===== src/rtl/crt_clk_pkg.sv =====
// Shared constants for the parametrised character-clock generator:
// register offsets, divider-code handling and cfg_rd field layout.
package crt_clk_pkg;

  localparam int ADDR_W = 16;
  localparam int DATA_W = 16;

  localparam logic [15:0] REG_DOTS = 16'd0;
  localparam logic [15:0] REG_DIV  = 16'd1;
  localparam logic [15:0] REG_PAN  = 16'd2;

  localparam int CODE_W     = 3;
  localparam int DIV_SH_LSB = 0;
  localparam int DIV_RD_LSB = 4;

  localparam int DOTS_MIN = 3;

  localparam int CFG_DOTS_LSB = 0;
  localparam int CFG_SH_LSB   = 4;
  localparam int CFG_RD_LSB   = 8;
  localparam int CFG_PAN_LSB  = 12;

  function automatic logic [CODE_W-1:0] sat_code(
    input logic [CODE_W-1:0] c,
    input int unsigned       mx
  );
    return (32'(c) > mx) ? CODE_W'(mx) : c;
  endfunction

endpackage


===== src/rtl/crt_host_if.sv =====
// Host IO write bus plus config readback for the
// character-clock generator.
interface crt_host_if;
  import crt_clk_pkg::*;

  logic              h_io_wr;
  logic [ADDR_W-1:0] h_addr;
  logic [DATA_W-1:0] h_io_dbus;
  logic [DATA_W-1:0] cfg_rd;

  modport master (
    output h_io_wr, h_addr, h_io_dbus,
    input  cfg_rd
  );

  modport slave (
    input  h_io_wr, h_addr, h_io_dbus,
    output cfg_rd
  );
endinterface


===== src/rtl/crt_pan_delay.sv =====
// Dot-rate delay line with selectable tap and registered output;
// tap 0 is the undelayed input.
module crt_pan_delay #(
  parameter int PAN_W = 4
) (
  input  logic             h_hclk,
  input  logic             h_reset_n,
  input  logic             clk_en,
  input  logic [PAN_W-1:0] sel,
  input  logic             din,
  output logic             dout
);
  localparam int DEPTH = (1 << PAN_W) - 1;

  logic [DEPTH-1:0] sr;
  logic [DEPTH:0]   tap;

  assign tap = {sr, din};

  always_ff @(posedge h_hclk or negedge h_reset_n) begin
    if (!h_reset_n) begin
      sr   <= '0;
      dout <= 1'b0;
    end else if (clk_en) begin
      sr   <= tap[DEPTH-1:0];
      dout <= tap[sel];
    end
  end
endmodule


===== src/rtl/crt_char_clk_gen.sv =====
// Programmable character clock with pow2 load/read dividers.
// Pixel panning delay lines built only with CRT_CHAR_CLK_PAN_EN.
module crt_char_clk_gen_p
  import crt_clk_pkg::*;
#(
  parameter logic [15:0] REG_BASE     = 16'h03E0,
  parameter int          DOT_W        = 4,
  parameter int          PAN_W        = 4,
  parameter int          DIV_LOG2_MAX = 3,
  parameter int          DOTS_DEF     = 7
) (
  input  logic       h_hclk,
  input  logic       h_reset_n,
  crt_host_if.slave  host,
  input  logic       dclk_en,
  input  logic       hde,
  input  logic       ade,
  input  logic       screen_off,
  input  logic       line_cmp,
  input  logic       pix_pan,
  output logic       cclk_en,
  output logic       final_sh_ld,
  output logic       final_crt_rd
);
  localparam int DIV_W = DIV_LOG2_MAX;
  localparam logic [15:0] A_DOTS = REG_BASE + REG_DOTS;
  localparam logic [15:0] A_DIV  = REG_BASE + REG_DIV;

  logic [DOT_W-1:0]  dots_m1, s_dots, dot_cnt, wr_dots;
  logic [CODE_W-1:0] sh_code, rd_code, s_sh, s_rd;
  logic [DIV_W-1:0]  sh_div, rd_div, sh_mask, rd_mask;
  logic              sel_dots, sel_div;
  logic              raw_ld, raw_rd, div_ld, div_rd;
  logic [15:0]       cfg;
  logic              unused;

  assign sel_dots = host.h_io_wr && (host.h_addr == A_DOTS);
  assign sel_div  = host.h_io_wr && (host.h_addr == A_DIV);
  assign wr_dots  = host.h_io_dbus[DOT_W-1:0];

  always_ff @(posedge h_hclk or negedge h_reset_n) begin
    if (!h_reset_n) begin
      dots_m1 <= DOT_W'(DOTS_DEF);
      sh_code <= '0;
      rd_code <= '0;
    end else begin
      if (sel_dots)
        dots_m1 <= (wr_dots < DOT_W'(DOTS_MIN)) ?
                   DOT_W'(DOTS_MIN) : wr_dots;
      if (sel_div) begin
        sh_code <= sat_code(
          host.h_io_dbus[DIV_SH_LSB +: CODE_W], DIV_LOG2_MAX);
        rd_code <= sat_code(
          host.h_io_dbus[DIV_RD_LSB +: CODE_W], DIV_LOG2_MAX);
      end
    end
  end

  // shadows only move at a character boundary
  always_ff @(posedge h_hclk or negedge h_reset_n) begin
    if (!h_reset_n) begin
      s_dots <= DOT_W'(DOTS_DEF);
      s_sh   <= '0;
      s_rd   <= '0;
    end else if (cclk_en) begin
      s_dots <= dots_m1;
      s_sh   <= sh_code;
      s_rd   <= rd_code;
    end
  end

  always_ff @(posedge h_hclk or negedge h_reset_n) begin
    if (!h_reset_n)
      dot_cnt <= '0;
    else if (dclk_en)
      dot_cnt <= cclk_en ? '0 : dot_cnt + DOT_W'(1);
  end

  assign cclk_en = dclk_en & (dot_cnt == s_dots);
  assign raw_ld  = cclk_en & ~screen_off;
  assign raw_rd  = cclk_en & ade & ~screen_off;
  assign sh_mask = DIV_W'((32'd1 << s_sh) - 32'd1);
  assign rd_mask = DIV_W'((32'd1 << s_rd) - 32'd1);

  always_ff @(posedge h_hclk or negedge h_reset_n) begin
    if (!h_reset_n) begin
      sh_div <= '0;
      rd_div <= '0;
    end else if (!hde) begin
      sh_div <= '0;
      rd_div <= '0;
    end else begin
      if (raw_ld)
        sh_div <= (sh_div + DIV_W'(1)) & sh_mask;
      if (raw_rd)
        rd_div <= (rd_div + DIV_W'(1)) & rd_mask;
    end
  end

  assign div_ld = raw_ld & (sh_div == '0);
  assign div_rd = raw_rd & (rd_div == '0);

`ifdef CRT_CHAR_CLK_PAN_EN
  localparam logic [15:0] A_PAN = REG_BASE + REG_PAN;

  logic [PAN_W-1:0] pan, s_pan, eff_pan;
  logic             sel_pan;

  assign sel_pan = host.h_io_wr && (host.h_addr == A_PAN);

  always_ff @(posedge h_hclk or negedge h_reset_n) begin
    if (!h_reset_n) begin
      pan   <= '0;
      s_pan <= '0;
    end else begin
      if (sel_pan)
        pan <= host.h_io_dbus[PAN_W-1:0];
      if (cclk_en)
        s_pan <= pan;
    end
  end

  assign eff_pan = (line_cmp & pix_pan) ? '0 : s_pan;

  crt_pan_delay #(.PAN_W(PAN_W)) u_ld_dly (
    .h_hclk    (h_hclk),
    .h_reset_n (h_reset_n),
    .clk_en    (dclk_en),
    .sel       (eff_pan),
    .din       (div_ld),
    .dout      (final_sh_ld)
  );

  crt_pan_delay #(.PAN_W(PAN_W)) u_rd_dly (
    .h_hclk    (h_hclk),
    .h_reset_n (h_reset_n),
    .clk_en    (dclk_en),
    .sel       (eff_pan),
    .din       (div_rd),
    .dout      (final_crt_rd)
  );

  assign unused = ^host.h_io_dbus[15:7];
`else
  always_ff @(posedge h_hclk or negedge h_reset_n) begin
    if (!h_reset_n) begin
      final_sh_ld  <= 1'b0;
      final_crt_rd <= 1'b0;
    end else if (dclk_en) begin
      final_sh_ld  <= div_ld;
      final_crt_rd <= div_rd;
    end
  end

  assign unused = ^{host.h_io_dbus[15:7], line_cmp, pix_pan};
`endif

  always_comb begin
    cfg = '0;
    cfg[CFG_DOTS_LSB +: DOT_W] = dots_m1;
    cfg[CFG_SH_LSB +: CODE_W]  = sh_code;
    cfg[CFG_RD_LSB +: CODE_W]  = rd_code;
`ifdef CRT_CHAR_CLK_PAN_EN
    cfg[CFG_PAN_LSB +: PAN_W]  = pan;
`endif
  end

  assign host.cfg_rd = cfg;
endmodule


===== src/flat_wrapper.sv =====
// flat-port wrapper written by rule: the top's interface ports become plain ports
module crt_char_clk_gen_p_flat import crt_clk_pkg::*;
#(
  parameter logic [15:0] REG_BASE     = 16'h03E0,
  parameter int          DOT_W        = 4,
  parameter int          PAN_W        = 4,
  parameter int          DIV_LOG2_MAX = 3,
  parameter int          DOTS_DEF     = 7
)
  (h_hclk, h_reset_n, dclk_en, hde, ade, screen_off, line_cmp, pix_pan, cclk_en, final_sh_ld, final_crt_rd, host_h_io_wr, host_h_addr, host_h_io_dbus, host_cfg_rd);
  crt_host_if host_i ();
  input  logic h_hclk;
  input  logic h_reset_n;
  input  logic dclk_en;
  input  logic hde;
  input  logic ade;
  input  logic screen_off;
  input  logic line_cmp;
  input  logic pix_pan;
  output logic cclk_en;
  output logic final_sh_ld;
  output logic final_crt_rd;
  input wire logic [$bits(host_i.h_io_wr)-1:0] host_h_io_wr;
  input wire logic [$bits(host_i.h_addr)-1:0] host_h_addr;
  input wire logic [$bits(host_i.h_io_dbus)-1:0] host_h_io_dbus;
  output wire logic [$bits(host_i.cfg_rd)-1:0] host_cfg_rd;
  assign host_i.h_io_wr = host_h_io_wr;
  assign host_i.h_addr = host_h_addr;
  assign host_i.h_io_dbus = host_h_io_dbus;
  assign host_cfg_rd = host_i.cfg_rd;
  crt_char_clk_gen_p #(.REG_BASE(REG_BASE), .DOT_W(DOT_W), .PAN_W(PAN_W), .DIV_LOG2_MAX(DIV_LOG2_MAX), .DOTS_DEF(DOTS_DEF)) u_core (.h_hclk(h_hclk), .h_reset_n(h_reset_n), .host(host_i), .dclk_en(dclk_en), .hde(hde), .ade(ade), .screen_off(screen_off), .line_cmp(line_cmp), .pix_pan(pix_pan), .cclk_en(cclk_en), .final_sh_ld(final_sh_ld), .final_crt_rd(final_crt_rd));
endmodule

===== config.mk =====
export PLATFORM = sky130hd
export DESIGN_NAME = crt_char_clk_gen_p_flat
export DESIGN_NICKNAME = d
export VERILOG_FILES = /design/src/rtl/crt_clk_pkg.sv /design/src/rtl/crt_host_if.sv /design/src/rtl/crt_pan_delay.sv /design/src/rtl/crt_char_clk_gen.sv /design/src/flat_wrapper.sv
export SDC_FILE = /design/constraint.sdc
export NUM_CORES = 1
export LEC_CHECK = 0
export CAP_MARGIN = 20
export CORE_MARGIN = 3
export CORE_UTILIZATION = 35
export CTS_CLUSTER_SIZE = 25
export DETAILED_ROUTE_END_ITERATION = 10
export DONT_BUFFER_PORTS = 1
export PLACE_DENSITY = 0.53
export SYNTH_ARGS = -nofsm -noshare
export SYNTH_HDL_FRONTEND = slang
export SYNTH_SLANG_ARGS = --single-unit

===== constraint.sdc =====
create_clock -name h_hclk -period 1.8 [get_ports h_hclk]
set_input_delay 0.18 -clock h_hclk [delete_from_list [all_inputs] [get_ports h_hclk]]
set_output_delay 0.18 -clock h_hclk [all_outputs]
set_load 0.01 [all_outputs]

Word level (Yosys, flattened, before mapping)
Index checks and enable logic that the tools add are counted.

Divide/modulo/power cells: 0. Bitwise operators: 9. $mul: 0. Equal/unequal tests: 5. Magnitude comparators: 3. Shift operators: 2. Reduce and logical (&&, ||, !) cells: 4. Add/sub/neg operators: 5. Multiplexer cells: 8.

Operators by type and width (number): equality test 16 x 10 -> 1 bit, second input constant (2); two-way mux 3 bit (6); two-way mux 4 bit (2); adder 3 x 1 -> 3 bit, second input constant (2); bitwise AND 1 bit (6); bitwise AND 3 bit (2); > comparator 3 x 2 -> 1 bit, second input constant (2); zero test 3 bit (2); << shifter 1 x 3 -> 3 bit, first input constant (2); subtractor 3 x 1 -> 3 bit, second input constant (2); adder 4 x 1 -> 4 bit, second input constant (1); equality test 4 bit (1); less-than comparator 4 x 2 -> 1 bit, second input constant (1); != test 2 x 1 -> 1 bit, second input constant (2); logical AND 1 bit (2); inverter 1 bit (1).

Register bits after elaboration: 32. Logic and storage cells: 47. Memories: 0. Output and inout port bits: 19. Input bits: 41. Latch bits: 0. Bits in read-only memories: 0. Bits in writable memories: 0.

Depth between registers and ports, before layout
Gate-level depths: netlist of the first run.

Depth after elaboration: 6. Gate-level depth with buffers: 6. Mapped depth without buffers: 6.

Worst setup path before layout of the first run
Ideal clock, no wire load.

Path kind: register -> register. From: reg u_core.s_rd[1]. To: reg u_core.rd_div[1]. Setup time: 0.077 ns. Slack: 0.071 ns. Clock period less this slack: 1.729 ns. Arrival time: 1.651 ns. Buffers on the path: 0. Cell stages (with the launch flop): 5. Required time: 1.723 ns. Cells stage by stage: dfrtp_1 or3_1 ha_1 or4_1 a21oi_1.

Longest elaborated chain between the ends: 5.

RTL lines: start, declared (RTL line crt_char_clk_gen.sv:30) `logic [CODE_W-1:0] sh_code, rd_code, s_sh, s_rd;`; start signal, assigned (RTL line crt_char_clk_gen.sv:68) `s_rd <= rd_code;`; << shifter 1 x 3 -> 3 bit (RTL line crt_char_clk_gen.sv:83) `assign rd_mask = DIV_W'((32'd1 << s_rd) - 32'd1);`; subtractor 3 x 1 -> 3 bit (RTL line crt_char_clk_gen.sv:83); bitwise AND 3 bit (RTL line crt_char_clk_gen.sv:96) `rd_div <= (rd_div + DIV_W'(1)) & rd_mask;`; two-way mux 3 bit (RTL line crt_char_clk_gen.sv:95) `if (raw_rd)`; two-way mux 3 bit (RTL line crt_char_clk_gen.sv:89) `end else if (!hde) begin`; end signal, assigned (RTL line crt_char_clk_gen.sv:96); end, declared (RTL line crt_char_clk_gen.sv:31) `logic [DIV_W-1:0] sh_div, rd_div, sh_mask, rd_mask;`.

Every way passes these cells. The select of a mux whose other input is x is not followed. A chain may end at the register's enable or synchronous reset.

Worst setup path after layout of the first run
Same ends and word-level chain as after synthesis.

==> summary.txt, run 1 <==
GRT
  – Remaining global-route overflow: 0
  – Antenna violations before repair: 0
  – Wire length of the first global-routing pass: between 5000 and 6000 um
  – Vias in the first global route: between 1000 and 1500
  – GR Util All Layers: 12.8%
  – Maximum number of pins on one net before global-route repair: 33

Timing
  – Time the worst path needs with I/O delays and setup: 1.75 ns
  – Top achievable clock speed: around 0.57 GHz
  – Layout Skew: ~0.0028 ns
  – Count of final max-slew check failures: 0
  – Setup repair after global routing missed its margin: false
  – Final setup violating endpoints: 0
  – Total negative slack: 0 ns
  – Share of the clock period used by the worst path after layout: 97.4%
  – Final hold violations: 0

Clock network
  – CTS max path bufs: 2
  – CTS sink cnt: 32
  – Max H-tree Level: 2
  – Clk Latency, worst-skew pair: about 0.28 ns
  – Root buffer selected by CTS: sky130_fd_sc_hd__clkbuf_8
  – Number of buffers created by CTS: 5
  – Clock edge transition at the registers on the reported setup and hold paths: around 0.070 ns
  – Post-CTS setup-driven buffer insertion count: 0
  – TritonCTS clock tree: built

Floorplanning
  – Count of standard-cell rows: 24
  – Core area: 4440 um^2
  – Overall die area: about 5600 um^2
  – Starting Density: between 30% and 40%
  – Chip height: 74.6 um
  – IO Count: 60
  – Die Width: 74.6 um

Worst setup path
  – Critical path peak fanout: 2
  – Worst setup startpoint: u_core.s_rd[1]
  – Number of cells on the worst reg-to-reg path: 4
  – Endpoint of the most critical register-to-register path: u_core.rd_div[1]
  – Startpoint class of the critical path: flop
  – Minimum setup slack among reg-to-reg paths: roughly 0.047 ns
  – Slowest stage delay, CP: between 0.5 and 0.6 ns
  – Data arrival time at the worst-slack endpoint: between 1.5 and 2 ns
  – Required time of the worst setup path: 2.01 ns
  – Worst setup path class: reg -> reg
  – Worst Setup End Kind: flop
  – CP Capture Point: u_core.rd_div[1]
  – Critical path's slowest cell: sky130_fd_sc_hd__or4_4
  – Launch point of the worst reg-to-reg path: u_core.s_rd[1]
  – Series of cell instances along the critical path: or3_4, ha_4, or4_4, a21oi_2

Layout
  – Layout Cells excl Fill: approximately 220
  – Signed area change from the synthesized netlist to the final layout: 14.2%
  – Layout cells sized above 1: 23.6%
  – Multi-input gate area: around 790 um^2
  – Most common cell after layout, fill and taps aside: sky130_fd_sc_hd__dfrtp_1
  – Commonest cells after routing, fill and taps aside: sky130_fd_sc_hd__dfrtp_1 (26), sky130_fd_sc_hd__mux2_2 (14), sky130_fd_sc_hd__nor2_1 (11), sky130_fd_sc_hd__o21ai_0 (11)
  – Final-stage net count: 212
  – Area taken by flip-flops and latches: approximately 800 um^2
  – Fill cell count: 429
  – # diodes: 0
  – Layout Cell Area excl Fill: 1880 um^2

Place
  – Post-Place Cells: between 200 and 250
  – Gpl congestion: ~0.73
  – Total cell area at the placement stage: 1720 um^2
  – Count of buffers from port buffering: 0
  – Post-detail-place hpwl: approximately 2400 um

Power and ir drop
  – Power per cell area: around 1000 nW/um^2
  – Worst IR Drop VDD: 0.456 mV
  – Switching pwr: around 0.54 mW
  – Relative contribution of combinational cells to total power: 21.8%
  – Overall power of the completed layout: 1.91 mW
  – Portion of total power attributed to the clock network: between 30% and 40%
  – Part of the total power dissipated in sequential elements: a little over two fifths
  – Total leakage power: ~0.85 nW
  – Sw Share: roughly 28%
  – Internal power: around 1.4 mW

Worst hold path
  – Worst min-delay path category: in -> reg

Routing
  – Total routed wirelength: 3180 um
  – Final routed DRC violation total: 0
  – Vias per cell: 5.37
  – Antenna viol nets, final: 0
  – Total vias in the final route: 1165
  – Drt first pass iters: 4
  – WL/cell: between 10 and 15 um
  – 1st-iter DRT viols: 21

Synth
  – Distinct cell type count after synthesis: 38
  – Yosys warns: 0
  – Share of async-settable or async-resettable flops after synthesis: 100%
  – Synthesized area per cell: 10.8 um^2
  – Primary FF master, synth: sky130_fd_sc_hd__dfrtp_1
  – Number of register bits inferred by synthesis: 32
  – Register area share after synthesis: 49.1%
  – Mapped cell area: between 1500 and 2000 um^2
  – Synth Instances: approximately 150
  – Count of flip-flops with a built-in enable after synthesis: 0

Run
  – Max_cap viols: 0

Run status
  – Run status: finished clean
worst min-delay path by stage:
stage	from	to	slack, ns	depth (start not counted)
finish	hde	u_core.sh_div[0]	0.03	1
global route	hde	u_core.sh_div[0]	0.01	1
CTS	dclk_en	u_core.dot_cnt[1]	0.02	2
detailed placement	h_reset_n	u_core.rd_div[2]	-0.11	0
global placement	h_reset_n	u_core.final_crt_rd	-0.11	0
floorplan	h_reset_n	u_core.dot_cnt[0]	-0.12	0
area by class of cell:
| type | count | area share [%] |
|---|---|---|
| flip-flops and latches | 32 | 43.0 |
| multi-input cells | 109 | 42.2 |
| repair buffers | 8 | 3.99 |
| clock buffers | 6 | 3.86 |
| well taps | 52 | 3.46 |
| clock inverters | 2 | 1.86 |
| inverters | 8 | 1.60 |
repair_timing:
action | CTS | global route
gates resized for setup | 1 | 3
hold endpoints to repair | 32 | 0
pin swaps | 1 | 1
gates cloned | 0 | 0
setup endpoints to repair | 1 | 1
hold buffers | 2 | 0
sequential cells by signal (all words and copies together), names as in the netlist, 3 cells and up:
register	count
u_core.sh_code	3
u_core.dots_m1	4
u_core.s_sh	3
u_core.rd_code	3
u_core.s_rd	3
u_core.sh_div	3
u_core.s_dots	4
u_core.dot_cnt	4
u_core.rd_div	3
metrics by stage:
step | utilization [%] | worst slack, ns | hold WS, ns
after floorplan | - | 0.0712 | -0.116
after global placement | 38.7 | 0.0569 | -0.114
after detailed placement | 38.7 | 0.00488 | -0.115
after CTS | 41.8 | 0.0128 | 0.0163
after global routing | 42.3 | 0.0150 | 0.0145
final | 42.3 | 0.0468 | 0.0294
routing by layer:
metal	routed length, um	global-route usage (%)	vias up
li1	-	-	554
met1	1360	15.4	548
met2	1420	19.7	55
met3	340	5.00	8
met4	65	6.72	0
met5	0	0	-
worst max-delay path: cells and delay by family (launching register included):
| family | cells | cell delay [ns] |
|---|---|---|
| compound gates | 1 | 0.15 |
| fa+ha+maj | 1 | 0.22 |
| simple gates | 2 | 0.93 |
| flops | 1 | 0.37 |
synthesized netlist by cell type (3+ instances only):
cell                       n  area (um^2)
sky130_fd_sc_hd__xor2_1    3         26.3
sky130_fd_sc_hd__ha_1      7         87.6
sky130_fd_sc_hd__dfstp_2   6          158
sky130_fd_sc_hd__nor2_1   11         41.3
sky130_fd_sc_hd__xnor2_1   5         43.8
sky130_fd_sc_hd__o21ai_0  11         55.1
sky130_fd_sc_hd__nand2_1   8         30.0
sky130_fd_sc_hd__or3_1     3         18.8
sky130_fd_sc_hd__inv_1     8         30.0
sky130_fd_sc_hd__mux2_2   14          158
sky130_fd_sc_hd__nor3_1    4         20.0
sky130_fd_sc_hd__buf_4     7         52.6
sky130_fd_sc_hd__nand4_1   4         25.0
sky130_fd_sc_hd__a21oi_1   4         20.0
sky130_fd_sc_hd__dfrtp_1  26          651
power groups by stage:
stage / logic [mW] / registers, mW / clock network [mW]
after floorplan: 0.291 / 0.826 / 0
after global placement: 0.391 / 0.838 / 0
after detailed placement: 0.395 / 0.838 / 0
after CTS: 0.419 / 0.825 / 0.699
after global routing: 0.464 / 0.834 / 0.723
final: 0.416 / 0.825 / 0.670
logic make-up (layout without fill, tap and decap cells):
family | after synthesis | count (layout) | share of synthesized area, %
fa+ha+maj | 7 | 7 | 5.32
mux | 14 | 14 | 9.57
xor+xnor | 8 | 8 | 4.26
other cells | 1 | 6 | 0.228
flops | 32 | 32 | 49.1
simple gates | 50 | 50 | 17.2
compound gates | 24 | 24 | 9.04
buf+inv | 16 | 24 | 5.32
Note: power is estimated with default switching activity, not from simulation.
==> run 2, diff against run 1 <==
- CORE_ASPECT_RATIO: default -> 0.6
==> summary.txt, run 2 (synthesis results as in run 1) <==
Run status
  – Run status: finished clean (unchanged)

Floorplanning
  – Overall die area: 5590 um^2 (was 5560 um^2)
  – Die Width: 94.6 um (was 74.6 um)
  – Count of standard-cell rows: 18 (was 24)
  – Starting Density: 38.1% (was 37.0%)
  – Core area: 4320 um^2 (was 4440 um^2)
  – Chip height: 59.1 um (was 74.6 um)
  – IO Count: 60 (unchanged)

GRT
  – Antenna violations before repair: 0 (unchanged)
  – Maximum number of pins on one net before global-route repair: 33 (unchanged)
  – Wire length of the first global-routing pass: 6050 um (was 5350 um)
  – Remaining global-route overflow: 0 (unchanged)
  – Vias in the first global route: 1186 (was 1222)
  – GR Util All Layers: 14.6% (was 12.8%)

Clock network
  – Clk Latency, worst-skew pair: 0.28 ns (about the same)
  – CTS max path bufs: 2 (unchanged)
  – Max H-tree Level: 2 (unchanged)
  – Root buffer selected by CTS: sky130_fd_sc_hd__clkbuf_8 (unchanged)
  – Number of buffers created by CTS: 5 (unchanged)
  – TritonCTS clock tree: built (unchanged)
  – CTS sink cnt: 32 (unchanged)
  – Clock edge transition at the registers on the reported setup and hold paths: 0.07 ns (about the same)

Layout
  – Signed area change from the synthesized netlist to the final layout: 16.2% (was 14.2%)
  – Commonest cells after routing, fill and taps aside: sky130_fd_sc_hd__dfrtp_1 (26), sky130_fd_sc_hd__mux2_2 (14), sky130_fd_sc_hd__nor2_1 (11), sky130_fd_sc_hd__o21ai_0 (11), sky130_fd_sc_hd__buf_4 (9) (was sky130_fd_sc_hd__dfrtp_1 (26), sky130_fd_sc_hd__mux2_2 (14), sky130_fd_sc_hd__nor2_1 (11), sky130_fd_sc_hd__o21ai_0 (11))
  – Fill cell count: 431 (was 429)
  – # diodes: 0 (unchanged)
  – Registers with the highest flip-flop counts: u_core.dot_cnt: 4 flops, u_core.dots_m1: 4 flops, u_core.s_dots: 4 flops (unchanged)
  – Most common cell after layout, fill and taps aside: sky130_fd_sc_hd__dfrtp_1 (unchanged)
  – Final-stage net count: 215 (was 212)
  – Layout cells sized above 1: 25.6% (was 23.6%)

Worst setup path
  – Critical path peak fanout: 2 (unchanged)
  – Launch point of the worst reg-to-reg path: u_core.s_rd[2] (was u_core.s_rd[1])
  – Slowest stage delay, CP: 0.53 ns (about the same)
  – CP Capture Point: u_core.rd_div[1] (unchanged)
  – Data arrival time at the worst-slack endpoint: 1.95 ns (was 1.96 ns)
  – Worst Setup End Kind: flop (unchanged)
  – Required time of the worst setup path: 2.01 ns (about the same)
  – Number of cells on the worst reg-to-reg path: 4 (unchanged)
  – Worst setup startpoint: u_core.s_rd[2] (was u_core.s_rd[1])
  – Series of cell instances along the critical path: or3_4, ha_4, or4_4, a21oi_2 (unchanged)
  – Endpoint of the most critical register-to-register path: u_core.rd_div[1] (unchanged)
  – Minimum setup slack among reg-to-reg paths: 0.06 ns (was 0.05 ns)
  – Critical path's slowest cell: sky130_fd_sc_hd__or4_4 (unchanged)
  – Startpoint class of the critical path: flop (unchanged)
  – Worst setup path class: reg -> reg (unchanged)

Power and ir drop
  – Worst IR Drop VDD: 0.296 mV (was 0.456 mV)
  – Power per cell area: 970 nW/um^2 (was 1020 nW/um^2)
  – Overall power of the completed layout: 1.86 mW (was 1.91 mW)
  – Total leakage power: 0.861 nW (was 0.849 nW)

Timing
  – Final setup violating endpoints: 0 (unchanged)
  – Top achievable clock speed: 0.573 GHz (was 0.570 GHz)
  – Time the worst path needs with I/O delays and setup: 1.74 ns (was 1.75 ns)
  – Fin Hold WS: 0.0227 ns (was 0.0294 ns)
  – Layout Skew: 0.00344 ns (was 0.00281 ns)
  – Total negative slack: 0 ns (unchanged)
  – Share of the clock period used by the worst path after layout: 96.9% (was 97.4%)
  – Count of final max-slew check failures: 0 (unchanged)
  – Final hold violations: 0 (unchanged)

Routing
  – WL/cell: 15.7 um (was 14.7 um)
  – Antenna viol nets, final: 0 (unchanged)
  – 1st-iter DRT viols: 31 (was 21)
  – Final routed DRC violation total: 0 (unchanged)
  – Total vias in the final route: 1170 (was 1165)
  – Vias per cell: 5.13 (was 5.37)
  – Drt first pass iters: 4 (unchanged)
  – Total routed wirelength: 3570 um (was 3180 um)

Place
  – Gpl congestion: 0.785 (was 0.726)
  – Post-detail-place hpwl: 2770 um (was 2420 um)
  – Count of buffers from port buffering: 0 (unchanged)

Worst hold path
  – Worst min-delay path category: in -> reg (unchanged)
  – Cell count of the worst hold path: 2 (was 1)

Run
  – Max_cap viols: 0 (unchanged)
run 2: cell count changes in the layout (fill, tap and decap cells not counted), sizes merged:
cell	previous run	this run
clkinv	1	0
bufinv	1	0
clkbuf	6	8
buf	7	10
run 2: layer usage:
metal	share of wire, %	vias up	global-route usage [%]
li1	-	559	-
met1	46	574	19.9
met4	1.7	0	5.54
met2	46	30	21.3
met3	6.4	7	5.33
met5	0	-	0
run 2: per-stage QoR:
step	worst slack, ns	util [%]	area (um^2)	cells
global placement	0.0491	40.5	1750	218
CTS	0.000462	43.6	1890	228
global route	-0.0000329	44.2	1910	228
floorplan	0.0712	-	1670	157
detailed placement	0.00116	40.5	1750	218
finish	0.0557	44.2	1910	228
run 2: layout make-up:
| class | instances | area (um^2) | share of cell area (%) |
|---|---|---|---|
| multi-input cells | 109 | 802 | 41.9 |
| well taps | 60 | 75.1 | 3.92 |
| clock buffers | 8 | 100 | 5.23 |
| repair buffers | 11 | 97.6 | 5.10 |
| inverters | 8 | 30.0 | 1.57 |
| flip-flops and latches | 32 | 808 | 42.2 |
run 2: power breakdown:
group	internal (mW)	switching (mW)
combinational	0.197	0.242
clock	0.349	0.251
sequential	0.767	0.0500
run 2: what timing repair did:
action,CTS,global route
setup buffers,0,0
hold buffers,2,0
hold endpoints to repair,32,0
gates resized for setup,1,4
setup endpoints to repair,1,2
pin swaps,1,2
run 2: critical path: cells and delay by family, from the launching register on:
family          cells  cell delay, ns
simple gates        2            0.93
fa+ha+maj           1            0.22
flops               1            0.38
compound gates      1            0.14
run 2: how the worst min path moves through the flow:
stage | to | start
floorplan | u_core.dot_cnt[0] | h_reset_n
global placement | u_core.final_sh_ld | h_reset_n
detailed placement | u_core.sh_div[2] | h_reset_n
CTS | u_core.sh_div[0] | hde
global route | u_core.sh_div[0] | hde
finish | u_core.dot_cnt[1] | dclk_en
